==> src/rtl/shop_cmd_driver.sv <==
`timescale 1ns/1ps
`default_nettype none
// ============================================================================
// Module  : shop_cmd_driver
// Purpose : Scripted command initiator that waits for each expected shop prompt,
//           then presents the scripted command/user index and strobes o_rdy.
// Revision: 1.0
// ============================================================================
module shop_cmd_driver #(
   parameter int I_A_NUM_ASCII_CHARS = 7,
   parameter int O_A_NUM_ASCII_CHARS = 9,
   parameter int I_U_NUM_BITS        = 4,
   parameter int NUM_STEPS           = 8,
   parameter int STEP_BITS           = 3,
   parameter int SETUP_CYCLES        = 1,
   parameter int TIMEOUT_CYCLES      = 64
) (
   input  logic                             i_clk,
   input  logic                             i_reset,
   input  logic                             i_ld_we,
   input  logic [STEP_BITS-1:0]             i_ld_idx,
   input  logic [O_A_NUM_ASCII_CHARS*8-1:0] i_ld_prompt,
   input  logic [I_A_NUM_ASCII_CHARS*8-1:0] i_ld_cmd,
   input  logic [I_U_NUM_BITS-1:0]          i_ld_u,
   input  logic [STEP_BITS:0]               i_num_steps,
   input  logic                             i_start,
   input  logic [O_A_NUM_ASCII_CHARS*8-1:0] i_prompt,
   output logic                             o_rdy,
   output logic [I_U_NUM_BITS-1:0]          o_u,
   output logic [I_A_NUM_ASCII_CHARS*8-1:0] o_a,
   output logic                             o_busy,
   output logic                             o_done,
   output logic                             o_err,
   output logic [STEP_BITS-1:0]             o_step,
   output logic [O_A_NUM_ASCII_CHARS*8-1:0] o_err_prompt
);

   localparam int c_PW = O_A_NUM_ASCII_CHARS*8;
   localparam int c_CW = I_A_NUM_ASCII_CHARS*8;
   localparam logic [15:0]          c_TMO_LAST   = 16'(TIMEOUT_CYCLES-1);
   localparam logic [3:0]           c_SETUP_LAST = 4'(SETUP_CYCLES-1);
   localparam logic [STEP_BITS:0]   c_MAX_STEPS  = (STEP_BITS+1)'(NUM_STEPS);
   localparam logic [STEP_BITS:0]   c_ONE_N      = (STEP_BITS+1)'(1);
   localparam logic [STEP_BITS-1:0] c_STEP_ONE   = STEP_BITS'(1);

   typedef enum logic [2:0] {
      S_IDLE   = 3'd0,
      S_WAIT   = 3'd1,
      S_SETUP  = 3'd2,
      S_STROBE = 3'd3,
      S_HOLD   = 3'd4,
      S_DONE   = 3'd5,
      S_ERR    = 3'd6
   } state_t;

   state_t                 r_state;
   state_t                 w_state_nxt;

   logic [c_PW-1:0]         r_ram_prompt [NUM_STEPS];
   logic [c_CW-1:0]         r_ram_cmd    [NUM_STEPS];
   logic [I_U_NUM_BITS-1:0] r_ram_u      [NUM_STEPS];

   logic [STEP_BITS-1:0]    r_step;
   logic [STEP_BITS-1:0]    r_last;
   logic [15:0]             r_tmo;
   logic [3:0]              r_setup_cnt;
   logic [c_CW-1:0]         r_a;
   logic [I_U_NUM_BITS-1:0] r_u;
   logic [c_PW-1:0]         r_err_prompt;

   logic [c_PW-1:0]         w_ent_prompt;
   logic                    w_match;
   logic                    w_tmo_hit;
   logic                    w_setup_done;
   logic                    w_last_step;
   logic                    w_busy;
   logic [STEP_BITS-1:0]    w_last;

   assign w_ent_prompt = r_ram_prompt[r_step];
   assign w_busy = (r_state == S_WAIT) || (r_state == S_SETUP) ||
                   (r_state == S_STROBE) || (r_state == S_HOLD);

   // Script storage is deliberately left out of reset so a replay after reset reuses it.
   always_ff @(posedge i_clk) begin
      if (i_ld_we && !w_busy && (int'(i_ld_idx) < NUM_STEPS)) begin
         r_ram_prompt[i_ld_idx] <= i_ld_prompt;
         r_ram_cmd[i_ld_idx]    <= i_ld_cmd;
         r_ram_u[i_ld_idx]      <= i_ld_u;
      end
   end

   always_comb begin
      w_last = '0;
      if (i_num_steps == '0) begin
         w_last = '0;
      end else if (i_num_steps > c_MAX_STEPS) begin
         w_last = STEP_BITS'(c_MAX_STEPS - c_ONE_N);
      end else begin
         w_last = STEP_BITS'(i_num_steps - c_ONE_N);
      end
   end

   always_comb begin
      w_state_nxt  = r_state;
      w_match      = (w_ent_prompt == '0) || (w_ent_prompt == i_prompt);
      w_tmo_hit    = (r_tmo == c_TMO_LAST);
      w_setup_done = (r_setup_cnt == c_SETUP_LAST);
      w_last_step  = (r_step == r_last);
      case (r_state)
         S_IDLE, S_DONE, S_ERR: begin
            if (i_start) w_state_nxt = S_WAIT;
         end
         S_WAIT: begin
            if (w_match)        w_state_nxt = S_SETUP;
            else if (w_tmo_hit) w_state_nxt = S_ERR;
         end
         S_SETUP: begin
            if (w_setup_done) w_state_nxt = S_STROBE;
         end
         S_STROBE: w_state_nxt = S_HOLD;
         S_HOLD:   w_state_nxt = w_last_step ? S_DONE : S_WAIT;
         default:  w_state_nxt = S_IDLE;
      endcase
   end

   always_ff @(posedge i_clk or negedge i_reset) begin
      if (!i_reset) r_state <= S_IDLE;
      else          r_state <= w_state_nxt;
   end

   always_ff @(posedge i_clk or negedge i_reset) begin
      if (!i_reset) begin
         r_step       <= '0;
         r_last       <= '0;
         r_tmo        <= '0;
         r_setup_cnt  <= '0;
         r_a          <= '0;
         r_u          <= '0;
         r_err_prompt <= '0;
      end else begin
         case (r_state)
            S_IDLE, S_DONE, S_ERR: begin
               if (i_start) begin
                  r_step       <= '0;
                  r_last       <= w_last;
                  r_tmo        <= '0;
                  r_err_prompt <= '0;
               end
            end
            S_WAIT: begin
               if (w_match) begin
                  r_a         <= r_ram_cmd[r_step];
                  r_u         <= r_ram_u[r_step];
                  r_setup_cnt <= '0;
               end else if (w_tmo_hit) begin
                  r_err_prompt <= i_prompt;
               end else begin
                  r_tmo <= r_tmo + 16'd1;
               end
            end
            S_SETUP: begin
               if (!w_setup_done) r_setup_cnt <= r_setup_cnt + 4'd1;
            end
            S_HOLD: begin
               if (!w_last_step) begin
                  r_step <= r_step + c_STEP_ONE;
                  r_tmo  <= '0;
               end
            end
            default: ;
         endcase
      end
   end

   assign o_rdy        = (r_state == S_STROBE);
   assign o_busy       = w_busy;
   assign o_done       = (r_state == S_DONE);
   assign o_err        = (r_state == S_ERR);
   assign o_step       = r_step;
   assign o_a          = r_a;
   assign o_u          = r_u;
   assign o_err_prompt = r_err_prompt;

endmodule
`default_nettype wire

==> config.mk <==
export PLATFORM = sky130hd
export DESIGN_NAME = shop_cmd_driver
export DESIGN_NICKNAME = d
export VERILOG_FILES = /design/src/rtl/shop_cmd_driver.sv
export SDC_FILE = /design/constraint.sdc
export NUM_CORES = 1
export LEC_CHECK = 0
export ABC_AREA = 0
export BUFFER_PORTS_ARGS = -buffer_cell sky130_fd_sc_hd__buf_2
export CAP_MARGIN = 15
export CORE_MARGIN = 2
export CORE_UTILIZATION = 45
export CTS_CLUSTER_SIZE = 14
export DETAILED_ROUTE_END_ITERATION = 8
export SETUP_SLACK_MARGIN = 0.02
export SLEW_MARGIN = 15
export SYNTH_ARGS = -nofsm -noshare
export SYNTH_HDL_FRONTEND = slang
export SYNTH_SLANG_ARGS = --single-unit
==> constraint.sdc <==
create_clock -name i_clk -period 17.5 [get_ports i_clk]
set_input_delay 0.875 -clock i_clk [delete_from_list [all_inputs] [get_ports i_clk]]
set_output_delay 0.875 -clock i_clk [all_outputs]
set_load 0.02 [all_outputs]
== Word level (Yosys, flattened, before mapping) ==
Memory sizes are Yosys's and may differ from the RTL's. A register that Yosys moved wholly into a read port is not among the register bits.
Index checks and enable logic that the tools add are counted.

* Add/sub/neg operators: 4
* Magnitude comparators: 1
* Equal/unequal tests: 18
* Muxes and demuxes: 25
* Reductions and logical operators: 24

{| class="wikitable"
|+ Operator list
! cell !! number
|-
| two-way mux 72 bit || 3
|-
| one-hot mux 72 bit (2 select lines) || 1
|-
| == test 72 bit || 1
|-
| logical NOT 72 bit || 1
|-
| two-way mux 16 bit || 4
|-
| one-hot mux 16 bit (3 select lines) || 1
|-
| two-way mux 3 bit || 9
|-
| adder 16 x 1 -> 16 bit (second input constant) || 1
|-
| == test 16 x 6 -> 1 bit (second input constant) || 1
|-
| != test 2 bit (second input constant) || 8
|-
| one-hot mux 3 bit (5 select lines) || 1
|-
| == test 3 bit (second input constant) || 3
|-
| AND reduction 3 bit || 3
|-
| logical NOT 4 bit || 2
|-
| two-way mux 4 bit || 2
|-
| one-hot mux 4 bit (2 select lines) || 1
|-
| == test 3 x 2 -> 1 bit (second input constant) || 2
|-
| one-hot mux 3 bit (2 select lines) || 1
|-
| nonzero test 2 bit || 3
|-
| AND reduction 5 bit || 1
|-
| adder 4 x 1 -> 4 bit (second input constant) || 1
|-
| greater-than comparator 4 bit (second input constant) || 1
|-
| logical OR 1 bit || 4
|-
| AND reduction 2 bit || 2
|-
| other kinds (12) || 15
|}

* Bits in registers: 101
* RAM bits: 1,056
* Bits of input ports: 215
* Output and inout port bits: 139
* Memories: 3

{| class="wikitable"
|+ Memory list
! memory !! depth !! bits a word !! read ports !! clocked after Yosys merged registers in !! write ports !! line !! text
|-
| r_ram_prompt || 8 || 72 || 1 || 0 || 1 || 59 || <nowiki>logic [c_PW-1:0] r_ram_prompt [NUM_STEPS];</nowiki>
|-
| r_ram_cmd || 8 || 56 || 1 || 1 || 1 || 60 || <nowiki>logic [c_CW-1:0] r_ram_cmd [NUM_STEPS];</nowiki>
|-
| r_ram_u || 8 || 4 || 1 || 1 || 1 || 61 || <nowiki>logic [I_U_NUM_BITS-1:0] r_ram_u [NUM_STEPS];</nowiki>
|}

== Logic depth before layout (Yosys ltp) ==
Gate-level depths: netlist of run 1.

* Depth in word-level cells: 8
* Gate-level depth with buffers: 17

== Worst setup path before layout of run 1 ==
OpenSTA, ideal clock, no wires.

* Kind: input -> register
* Start: input port i_ld_idx[0]
* End: memory r_ram_cmd[0][0] (netlist name) (enable)
* Arrival: 9.999 ns
* Data required time: 16.713 ns
* Path slack: 6.714 ns
* Stages: 2
* Path buffers: 0
* Path through: nand3b_1 nor3_1

{| class="wikitable"
|+ RTL lines
! item !! line !! text
|-
| from (decl) || 21 || <nowiki>input logic [STEP_BITS-1:0] i_ld_idx,</nowiki>
|-
| to (decl) || 60 ||
|}

No word-level cell before the write port.

== Final worst setup path of run 1 ==
* Start: register r_step[0], in the netlist o_step[0]
* End: register r_err_prompt[55], in the netlist o_err_prompt[55]

* Word-level cells in the longest chain between the ends: 5
* Elaborated cells on any way between the ends: 6
* Those cells by class: 2 x eq/ne; 3 x reduce/logical; 1 x memory

{| class="wikitable"
|+ RTL lines
! item !! line !! text
|-
| from (decl) || 63 || <nowiki>logic [STEP_BITS-1:0] r_step;</nowiki>
|-
| from (signal assigned) || 166 || <nowiki>r_step <= r_step + c_STEP_ONE;</nowiki>
|-
| memory (8 x 72 bit) * || -- ||
|-
| == test 72 bit / logical NOT 72 bit (equally long branches) || 105 || <nowiki>w_match = (w_ent_prompt == '0) || (w_ent_prompt == i_prompt);</nowiki>
|-
| logical OR 1 bit * || 105 ||
|-
| != test 2 bit (no source line) * || -- ||
|-
| AND reduction 4 bit (no source line) * || -- ||
|-
| to (signal assigned) || 156 || <nowiki>r_err_prompt <= i_prompt;</nowiki>
|-
| to (decl) || 69 || <nowiki>logic [c_PW-1:0] r_err_prompt;</nowiki>
|}

Mark *: on every way between the ends. The rest lies on a longest branch, timed or not.
A chain may end at the register's enable or synchronous reset.

==> results of run 1 <==
final cells by class:
| class | instances | area share [%] |
|---|---|---|
| sequential | 1217 | 64.4 |
| multi-input combinational | 1089 | 20.5 |
| clock buffer | 187 | 6.81 |
| timing repair buffer | 387 | 3.84 |
| tap | 1391 | 3.14 |
| clock inverter | 47 | 0.670 |
| inverter | 85 | 0.575 |
| antenna | 11 | 0.0496 |
power breakdown:
part / switching (mW) / total, mW / internal (mW)
registers: 0.000314 / 3.15 / 3.15
logic: 0.0634 / 0.0873 / 0.0239
clock network: 1.08 / 2.65 / 1.57
state kept, by name, indices dropped and copies added (netlist names):
name,cells
r_setup_cnt,4
r_ram_prompt,576
r_ram_cmd,448
r_ram_u,32
o_u,4
r_state,3
o_err_prompt,72
o_a,56
r_tmo,16
o_step,3
r_last,3
cells by family (layout without fill, tap and decap cells):
logic type	after synthesis	count (layout)	synth area share [%]
compound gates	340	340	4.68
xor+xnor	67	67	1.22
fa+ha+maj	7	7	0.172
buf+inv	218	706	2.07
flops	1217	1217	74.4
mux	436	436	14.8
other cells	0	11	0
simple gates	239	239	2.59
per-layer routing:
metal  global-route usage, %  routed length (µm)
met5                       0                 132
met2                    36.9               60100
met3                    5.67                9470
met1                    29.0               48600
met4                    6.67                3250
synth_stat cells (9+ instances only):
library cell | number | area, µm²
nand4_1 | 20 | 125
nand2b_1 | 11 | 68.8
xor2_1 | 41 | 359
nand2_1 | 56 | 210
buf_4 | 24 | 180
nor4_1 | 19 | 119
edfxtp_1 | 1056 | 31700
mux2i_1 | 195 | 1950
xnor2_1 | 26 | 228
buf_2 | 45 | 225
a22oi_1 | 37 | 278
clkbuf_1 | 51 | 191
o21ai_0 | 17 | 85.1
buf_1 | 9 | 33.8
o22ai_1 | 12 | 75.1
nor3_1 | 21 | 105
o2bb2ai_1 | 72 | 631
dfrtp_1 | 161 | 4030
a21oi_1 | 154 | 771
mux4_2 | 219 | 4930
and3_1 | 19 | 119
nor2_1 | 43 | 161
mux2_2 | 22 | 248
nand3_1 | 16 | 80.1
inv_1 | 85 | 319
worst max-delay path: stages (launching register included):
cell and delay (ns):
dfrtp_4 0.78, buf_4 0.66, mux4_2 0.60, mux2i_1 0.57, xor2_1 0.45, o2111ai_1 0.17
nor4_1 0.50, nand4_1 0.37, o31ai_4 0.26, buf_4 0.80, nor3_2 0.10, buf_4 0.38
o2bb2ai_1 0.25
per-stage QoR:
stage | utilization (%) | instances | total power, mW | instance area (µm²) | hold slack [ns]
3_5_place_dp | 48.6 | 4169 | 3.30 | 51300 | 0.486
4_1_cts | 52.5 | 4403 | 5.95 | 55500 | 0.132
5_1_grt | 52.6 | 4407 | 6.07 | 55500 | 0.133
3_3_place_gp | 48.6 | 4169 | 3.30 | 51300 | 0.479
2_1_floorplan | - | 2524 | 3.22 | 48000 | 0.456
6_report | 52.6 | 4414 | 5.90 | 55500 | 0.126
how the worst max path moves through the flow:
stage | from | end | slack (ns) | depth (start not counted)
final | o_step[0] | o_err_prompt[55] | 11.25 | 12
after global routing | o_step[0] | o_err_prompt[37] | 10.96 | 12
after CTS | o_step[0] | o_err_prompt[25] | 11.20 | 12
after detailed placement | o_step[0] | o_err_prompt[25] | 11.23 | 12
after global placement | o_step[0] | o_err_prompt[63] | 11.25 | 12
after floorplan | i_ld_idx[0] | r_ram_cmd[0][0] | 6.71 | 2
==> impl_metrics.toml, run 1 <==
[status]
status = "finished clean"

[final_layout]
multi_input_area_um2 = 11400
layout_commonest_cell = "edfxtp_1"
nNetsFinal = 3132
final_cell_mix = "edfxtp_1 (1,056), buf_2 (352), mux4_2 (219)"
seqCellArea_um2 = 35800
drive_gt1_share_pct = 27.6
area_growth_pct = 15.6
nFillCells = 8430

[synthesis]
netlist_instances = 2524
ys.flop_type = "edfxtp_1"
yosysWarnings = 0
yosysSeqAreaShare_pct = 74.4
avgSynthCellArea_um2 = 19.0
netlist_area_um2 = 48000
ys_ff_latch = 1217
synth_edf_count = 1056
async_reset_ff_share_pct = 13.2
synth.distinct_cells = 62
synth_fp_nets = 2744

[clock_tree]
cts_buffers = 132
cts_buffer_depth = 3
cts_root_buffer = "clkbuf_16"
clock_sinks = 1217
cts_tree = "done"
clkTransAtPathRegs_ns = 0.06
cts_resized = 0
hold_buffers = 0
cts_setup_buffers = 0
cts_max_level = 4
clk_latency_ns = 0.72

[worst_setup_path]
r2r_end = "o_err_prompt[55]"
end_kind = "register"
cp-start-kind = "register"
reg2reg_from = "o_step[0]"
critical_path_class = "register to register"
rrSetupSlack_ns = 11.25
cp.required_ns = 18.05
crit_fanout = 72
critPathArrivalTime_ns = 6.79
r2r_cells = 12

[timing]
fin_crit_ns = 6.25
setup_viol = 0
rsz0062_at_grt = "no"
skew_ns = 0.0239
relSlewSlack_pct = 21.6
hold_viol_final = 0
drv_slew = 0
tightestPinTransition_ns = 1.18
setup_tns_ns = 0
fmax_ghz = 0.160
worst_slack_ns = 11.25
min_period_over_period_pct = 35.7

[floorplanning]
die_w_um = 331
die_height_um = 331
fp.dieArea_um2 = 109000
ios = 354
rows = 119
core_region_area_um2 = 106000
initial_core_util_pct = 45.5

[pwr]
p_per_area_nw_per_um2 = 106
total_leakage_power_nw = 18.5
ir_worst_vdd_mv = 0.0859

[route]
antenna_left = 0
wirelength_um = 122000
wl_per_cell_um = 27.5
vias = 25400
vias_per_cell = 5.75
drt-initial-drc-count = 2276
drc = 0
dr.pass1.iters = 5

[run]
maxCapViolations = 0

[global_routing]
grt_max_degree = 161
grt-ovfl-total = 0
grt_pass1_wl_um = 175000
grt_pass1_vias = 25800
track_usage_pct = 22.2
antenna_found_initial = 35

[hold_path]
hold_path.class = "input port to async pin"

[place]
gp_congestion = 0.832
pre_cts_ws_ns = 11.23
place_hpwl_um = 71100
port_buffers = 353
Note: power is estimated with default switching activity, not from simulation.
==> inputs of run 2 (changes only) <==
clock period = 6.5 ns   (was 17.5 ns; I/O delays follow)
==> run 2 against run 1 <==
Clock power rose to 2.8 times the previous value. Sequential share of layout area down 2.8 points. Fmax up 9.5%. Wire length up 0.44%. Hold slack better by 0.027 ns. First-iteration DRC count up 1.6%. Via count up 4.1%. Critical endpoint is now o_a[39]. Largest power group unchanged. Highest routed layer unchanged.
==> impl_metrics.toml, run 2 (synthesized netlist as in run 1, its figures left out) <==
[clock_tree]
cts_root_buffer = "clkbuf_16"
clock_sinks = 1217
cts_buffers = 132
cts_max_level = 4
cts_buffer_depth = 3
clkTransAtPathRegs_ns = 0.06
cts_resized = 0
clk_latency_ns = 0.73
cts_tree = "done"

[timing]
skew_ns = 0.0245
fin_crit_ns = 5.71
fmax_ghz = 0.175
tightestPinTransition_ns = 1.23
hold_ws_ns = 0.153
rsz0062_at_grt = "no"
drv_slew = 0
relSlewSlack_pct = 17.9
min_period_over_period_pct = 87.8
setup_viol = 0
hold_viol_final = 0

[floorplanning]
core_region_area_um2 = 106000
rows = 119
die_height_um = 331
fp.dieArea_um2 = 109000
ios = 354
die_w_um = 331
initial_core_util_pct = 45.5

[route]
antenna_left = 0
wl_per_cell_um = 26.3
drt-initial-drc-count = 2313
vias = 26400
wirelength_um = 122000
vias_per_cell = 5.68
drc = 0
dr.pass1.iters = 5

[place]
place_hpwl_um = 71300
gp_congestion = 0.805
port_buffers = 353

[global_routing]
antenna_found_initial = 8
grt_max_degree = 113
grt-ovfl-total = 0
grt_pass1_vias = 27200
grt_pass1_wl_um = 178000
track_usage_pct = 22.3

[worst_setup_path]
crit_fanout = 59
cp-start-kind = "register"
r2r_end = "o_a[39]"
reg2reg_from = "o_step[2]"
crit_start = "o_step[2]"
r2r_cells = 12
rrSetupSlack_ns = 0.79
cp.required_ns = 7.09
end_kind = "register"
critPathArrivalTime_ns = 6.30
critical_path_class = "register to register"
endpoint = "o_a[39]"

[final_layout]
nNetsFinal = 3364
area_growth_pct = 20.8
layout_commonest_cell = "edfxtp_1"
final_util_pct = 55.0
drive_gt1_share_pct = 26.4
largest_register_ffs = 576
final_cell_mix = "edfxtp_1 (1,056), buf_2 (352), mux4_2 (219)"
regMostFlops = "r_ram_prompt"

[status]
status = "finished clean"

[pwr]
ir_worst_vdd_mv = 0.180
p_per_area_nw_per_um2 = 280
total_leakage_power_nw = 19.6

[run]
maxCapViolations = 0

[hold_path]
hold_path.class = "input port to async pin"
run 2: cell count changes in the layout (fill, tap and decap cells not counted), sizes merged:
cell         before  now
buf             386  411
bufinv            5   10
clkbuf          188  187
clkinv           36   32
clkinvlp          2    5
diode            11    5
dlygate4sd3       0  208
inv              89   94
run 2: layer usage:
metal / part of all wire [%] / track usage [%] / wire, µm
met1: 43 / 30.4 / 51900
met2: 49 / 36.9 / 59900
met3: 6.3 / 4.24 / 7730
met4: 2.1 / 6.01 / 2520
met5: 0.034 / 0 / 42
run 2: layout make-up:
class                           instances  area [µm²]
Fill cell                            8229       47500
Sequential cell                      1217       35800
Multi-Input combinational cell       1089       11400
Timing Repair Buffer                  619        4470
Clock buffer                          187        3750
Tap cell                             1391        1740
Clock inverter                         56         589
Inverter                               85         319
Antenna cell                            5        12.5
run 2: through the flow:
| stage | total power, mW | setup TNS (ns) | cells | area, µm² | worst slack [ns] |
|---|---|---|---|---|---|
| final | 16.3 | 0 | 4649 | 58000 | 0.794 |
| after global routing | 16.8 | 0 | 4648 | 58000 | 0.502 |
| after CTS | 16.4 | 0 | 4644 | 58000 | 0.781 |
| after detailed placement | 8.89 | 0 | 4193 | 51600 | 0.809 |
| after global placement | 8.88 | 0 | 4193 | 51600 | 0.868 |
| after floorplan | 8.68 | -632.97 | 2524 | 48000 | -0.726 |
run 2: timing repair:
item	in CTS	in global routing
endpoints found under the hold margin	1189	0
hold buffers	208	0
setup buffers	0	0
run 2: power by group:
| group | total, mW | internal (mW) | switching, mW |
|---|---|---|---|
| clock network | 7.42 | 4.44 | 2.99 |
| logic | 0.346 | 0.146 | 0.199 |
| registers | 8.49 | 8.49 | 0.000883 |
| total | 16.3 | 13.1 | 3.19 |
run 2: worst min-delay path by stage:
stage	start	endpoint	slack [ns]	depth (start not counted)
4_1_cts	i_num_steps[0]	r_last[0]	0.12	4
5_1_grt	i_reset	o_u[1]	0.17	2
3_5_place_dp	i_reset	o_u[1]	0.38	1
2_1_floorplan	i_reset	o_a[0]	0.03	0
3_3_place_gp	i_reset	o_u[1]	0.37	1
6_report	i_reset	o_a[7]	0.15	2
run 2: worst max-delay path, stage by stage, from the launching register on:
cell and delay [ns]:
dfrtp_4 0.79, buf_12 0.34, nor2_1 0.73, buf_4 0.33, a22oi_1 0.15, a22oi_1 0.42
nand4_1 0.24, nor4_1 0.49, nand4_1 0.28, o31a_1 0.53, nor2_4 0.77, buf_12 0.26
a21oi_1 0.10
